===== config.mk =====
export PLATFORM = sky130hd
export DESIGN_NAME = down_counter_mod_flat
export DESIGN_NICKNAME = d
export VERILOG_FILES = /design/src/rtl/down_counter_if.sv /design/src/rtl/down_counter_mod.sv /design/src/flat_wrapper.sv
export SDC_FILE = /design/constraint.sdc
export NUM_CORES = 1
export LEC_CHECK = 0
export CAP_MARGIN = 20
export CORE_MARGIN = 2
export CORE_UTILIZATION = 30
export DETAILED_ROUTE_END_ITERATION = 8
export DONT_BUFFER_PORTS = 1
export PLACE_DENSITY = 0.54
export SYNTH_ARGS = -nofsm -noshare
export SYNTH_HDL_FRONTEND = slang
export SYNTH_SLANG_ARGS = --single-unit

===== constraint.sdc =====
create_clock -name clk -period 1.37 [get_ports clk]
set_input_delay 0.137 -clock clk [delete_from_list [all_inputs] [get_ports clk]]
set_output_delay 0.137 -clock clk [all_outputs]
set_load 0.02 [all_outputs]

===== src/rtl/down_counter_if.sv =====
// Handshake and status bundle for the loadable prescaled down-counter.
interface down_counter_if #(
  parameter int WIDTH = 4
);
  logic             start;
  logic [WIDTH-1:0] load_val;
  logic             hold;
  logic [WIDTH-1:0] out;
  logic             tick;
  logic             busy;
  logic             done;

  // The master drives the requests and observes the status.
  modport master (
    output start, load_val, hold,
    input  out, tick, busy, done
  );

  // The counter itself.
  modport slave (
    input  start, load_val, hold,
    output out, tick, busy, done
  );
endinterface


===== src/rtl/down_counter_mod.sv =====
// Loadable down-counter with a prescaler. A start in IDLE captures a preset.
// The count then drops by one every PRESCALE clocks until it reaches zero,
// and done pulses for one cycle at that point.
module down_counter_mod #(
  parameter int WIDTH    = 4,
  parameter int PRESCALE = 2
) (
  input  logic               clk,
  input  logic               rst,
  down_counter_if.slave      bus
);
  // With PRESCALE==1 the prescaler still needs a 1-bit register. It stays at 0.
  localparam int DW = (PRESCALE > 1) ? $clog2(PRESCALE) : 1;
  localparam logic [DW-1:0] DEL_MAX = DW'(PRESCALE - 1);

  typedef enum logic [1:0] {S_IDLE, S_RUN, S_DONE} state_t;

  state_t           state_q, state_d;
  logic [WIDTH-1:0] q_q, q_d;
  logic [DW-1:0]    del_q, del_d;
  logic [WIDTH-1:0] out_q;
  logic             tick_q;
  logic             dec;

  // State, count and prescaler registers. out and tick are registered copies of next-state values.
  always_ff @(posedge clk or posedge rst) begin
    if (rst) begin
      state_q <= S_IDLE;
      q_q     <= '0;
      del_q   <= '0;
      out_q   <= '0;
      tick_q  <= 1'b0;
    end else begin
      state_q <= state_d;
      q_q     <= q_d;
      del_q   <= del_d;
      out_q   <= q_d;
      tick_q  <= dec;
    end
  end

  // Next-state logic: load on start, decrement on prescaler wrap, and finish when the count reaches 0.
  always_comb begin
    state_d = state_q;
    q_d     = q_q;
    del_d   = del_q;
    dec     = 1'b0;
    case (state_q)
      S_IDLE: begin
        if (bus.start) begin
          if (bus.load_val != '0) begin
            q_d     = bus.load_val;
            del_d   = '0;
            state_d = S_RUN;
          end else begin
            // A zero preset goes straight to DONE. q is already 0 in IDLE.
            state_d = S_DONE;
          end
        end
      end
      S_RUN: begin
        if (!bus.hold) begin
          if (del_q == DEL_MAX) begin
            del_d = '0;
            dec   = 1'b1;
            q_d   = q_q - 1'b1;
            if (q_q == WIDTH'(1)) state_d = S_DONE;
          end else begin
            del_d = del_q + 1'b1;
          end
        end
      end
      S_DONE: begin
        state_d = S_IDLE;
      end
      default: begin
        state_d = S_IDLE;
      end
    endcase
  end

  assign bus.out  = out_q;
  assign bus.tick = tick_q;
  assign bus.busy = (state_q == S_RUN);
  assign bus.done = (state_q == S_DONE);
endmodule


===== src/flat_wrapper.sv =====
// flat-port wrapper written by rule: the top's interface ports become plain ports
module down_counter_mod_flat 
#(
  parameter int WIDTH    = 4,
  parameter int PRESCALE = 2
)
  (clk, rst, bus_start, bus_load_val, bus_hold, bus_out, bus_tick, bus_busy, bus_done);
  down_counter_if #(.WIDTH(WIDTH)) bus_i ();
  input  logic clk;
  input  logic rst;
  input wire logic [$bits(bus_i.start)-1:0] bus_start;
  input wire logic [$bits(bus_i.load_val)-1:0] bus_load_val;
  input wire logic [$bits(bus_i.hold)-1:0] bus_hold;
  output wire logic [$bits(bus_i.out)-1:0] bus_out;
  output wire logic [$bits(bus_i.tick)-1:0] bus_tick;
  output wire logic [$bits(bus_i.busy)-1:0] bus_busy;
  output wire logic [$bits(bus_i.done)-1:0] bus_done;
  assign bus_i.start = bus_start;
  assign bus_i.load_val = bus_load_val;
  assign bus_i.hold = bus_hold;
  assign bus_out = bus_i.out;
  assign bus_tick = bus_i.tick;
  assign bus_busy = bus_i.busy;
  assign bus_done = bus_i.done;
  down_counter_mod #(.WIDTH(WIDTH), .PRESCALE(PRESCALE)) u_core (.clk(clk), .rst(rst), .bus(bus_i));
endmodule

==> summary.md, run 1 <==
| Metric | Value |
|---|---|
| Status | `finished, violations left` |
| Failing checks | `negative setup slack` |
| Vias in the first global route | `448` |
| Cell Chain, Critical Path | `nand2b_4 -> o32a_4 -> a311o_1 -> a21oi_2` |
| Count of cell types in the netlist | `23` |
| Total CTS buffers | `3` |
| Root buf cell | `clkbuf_4` |
| HPWL Detailed | `893 um` |
| First-pass GRT wire length | `1950 um` |
| Top-count cell post-synth | `nor2_1` |
| Setup Total Neg Slack | `-15.1 ps` |
| H-tree depth | `1` |
| Slew at the pin closest to its max-slew limit | `387 ps` |
| Critical Path Source Type | `register` |
| Cell area after synthesis | `489 um2` |
| Clk_lat worst skew | `260 ps` |
| Worst vdd ir | `1.12 mV` |
| EDFF count, synth | `0` |
| Clock skew | `6.63 ps` |
| Kind of critical path | `register to register` |
| FMAX | `0.722 GHz` |
| Routed wire per std cell | `13.6 um` |
| Yosys warnings | `0` |
| Crit. End Element | `register` |
| Initial DRC Count | `4` |
| Period Utilization, post-route | `101%` |
| Num rows | `14` |
| CP top delay family | `compound AO/OA/AOI/OAI gates` |
| Async S/R FF share, synth | `between 90% and 100%` |
| Vias | `461` |
| Slew Limit Headroom | `74.1%` |
| Die Y-Extent | `44.4 um` |
| Final setup fails | `1` |
| Final hold viol count | `0` |
| ANT cells | `0` |
| Cell Pwr Density | `approximately 2400 nW/um2` |
| TritonCTS Sinks | `8` |
| Nets | `83` |
| DRC | `0` |
| Worst EP required | `1560 ps` |
| Leakage | `0.311 nW` |
| TritonCTS clock tree | `built` |
| CP Buf/Inv Count | `0` |
| Minimum clock period | `1390 ps` |
| RD Place Congestion | `0.747` |
| Vias per cell | `5.30` |
| Die width | `~44 um` |
| Area delta synth->final | `35.3%` |
| Synth Area per Inst | `9.23 um2` |
| Hold Path Class | `input pin to register` |
| Post-synth top area share | `about two fifths` |
| Critical path's slowest cell | `dfrtp_1` |
| Tot Pwr | `0.00160 W` |
| Die area | `just under 2000 um2` |
| Initial Util | `32.1%` |
| Post-Route WL | `1190 um` |
| Largest net degree at the start of global routing | `9` |
| Syn Nets | `63` |
| Main synth FF type | `dfrtp_1` |
| Dominant cell type by area after synthesis | `dfrtp_1` |
| CP max stage delay | `370 ps` |
| Number of detailed-route iterations in the first pass | `4` |
| Slew Limit Fails | `0` |
| Final ANT Viol Nets | `0` |
| Commonest cells post-synth | `nor2_1, dfrtp_1, inv_1` |
| Max cap viols | `0` |
| Initial antenna violation count | `0` |
| Synth Register Bits | `8` |
| # IOs | `15` |
| Crit Path Max Fanout | `4` |
| Main area contributors after synthesis | `dfrtp_1, nor2_1, ha_1` |
| Total global routing overflow | `0` |
| # port buffers | `0` |
| RSZ-0062 raised after global routing | `true` |
| GRT Util Overall | `14.2%` |
| Worst-path clk slew | `60 ps` |
| Arr. time, crit path | `1570 ps` |
| Core area | `around 1500 um2` |
| Share of layout cells above drive strength 1 | `33.8%` |
| Synthesized instance count | `53` |
| Setup ws final | `-15.1 ps` |
| Register area share after synthesis | `between 40% and 50%` |
| Clk buf depth | `2` |
worst register-to-register path: stages, from the launching register on:
cell	delay, ps
dfrtp_1	370
nand2b_4	140
o32a_4	370
a311o_1	300
a21oi_2	130
logic make-up after synthesis:
kind of cell / after synthesis / synth area share [%]
buffers and inverters: 6 / 4.60
muxes: 1 / 2.30
DFF: 8 / 40.9
and+or+nand+nor: 22 / 24.6
adders and majority gates: 2 / 5.11
AOI/OAI and AO/OA: 14 / 22.5
worst paths after layout:
kind	startpoint	to	slack [ps]	cells past startpoint
max in group asynchronous	rst	u_core.state_q[0]	860	2
hold / removal	bus_load_val[0]	u_core.q_q[0]	80	2
setup / recovery	u_core.state_q[0]	u_core.q_q[3]	-20	4
hold reg to reg	u_core.del_q	u_core.del_q	550	1
min in group asynchronous	rst	u_core.state_q[1]	270	2
setup reg to reg	u_core.state_q[0]	u_core.q_q[3]	-20	4
report_power, final:
| group | switching, W | internal (W) |
|---|---|---|
| Clock | 0.0000813 | 0.000100 |
| Sequential | 0.000103 | 0.000342 |
| Combinational | 0.000510 | 0.000467 |
metal layers:
layer  wire, um  global-route usage (%)  up-vias  part of all wire, %
met3         77                    8.16        2                  6.5
met5          0                       0        -                    0
met1        468                    15.2      224                   39
li1           -                       -      226                    -
met4          9                    5.45        0                 0.76
met2        630                    23.2        9                   53
cells in the final DEF (no fill, tap or decap), types with 2 or more instances in the layout:
master,instances
buf_4,13
nor2_1,10
dfrtp_1,8
inv_1,5
nor3_1,3
a21oi_1,3
clkbuf_4,3
nand2_1,2
a31oi_1,2
ha_1,2
dlygate4sd3_1,2
through the flow:
stage | area, um2 | hold slack (ps) | std cells | worst slack (ps) | util, %
after floorplan | 489 | -47.3 | 53 | -23.3 | -
after global placement | 592 | 7.04 | 80 | 7.68 | 38.8
after detailed placement | 592 | 3.64 | 80 | -15.1 | 38.8
after CTS | 649 | 78.5 | 87 | 23.0 | 42.6
final | 662 | 81.0 | 87 | -15.1 | 43.4
after global routing | 662 | 82.6 | 87 | -75.1 | 43.4
registers in the layout (all words and copies together) (netlist names):
signal / cells
u_core.del_q: 1
u_core.bus.tick: 1
u_core.state_q: 2
u_core.q_q: 4
timing repair:
item | in CTS | in global routing
hold buffers | 2 | 0
gates resized for setup | 0 | 3
setup endpoints to repair | 1 | 4
buffers inserted | 2 | 0
endpoints found under the hold margin | 9 | 0
pin swaps | 1 | 3
layout make-up:
| cell class | instances | area (um2) |
|---|---|---|
| Fill cell | 158 | 862 |
| Multi-Input combinational cell | 39 | 279 |
| Sequential cell | 8 | 200 |
| Timing Repair Buffer | 15 | 118 |
| Clock buffer | 3 | 22.5 |
| Inverter | 6 | 22.5 |
| Tap cell | 16 | 20.0 |
(Power assumes the default switching activity.)
==> run 2, diff against run 1 <==
--- a/config.mk
+++ b/config.mk
@@ -8,6 +8,7 @@
 export CAP_MARGIN = 20
 export CORE_MARGIN = 2
 export CORE_UTILIZATION = 30
+export CTS_CLUSTER_SIZE = 8
 export DETAILED_ROUTE_END_ITERATION = 8
 export DONT_BUFFER_PORTS = 1
 export PLACE_DENSITY = 0.54
==> results of run 2 <==
The final DEF is identical to that of run 1; final timing and power are the same.
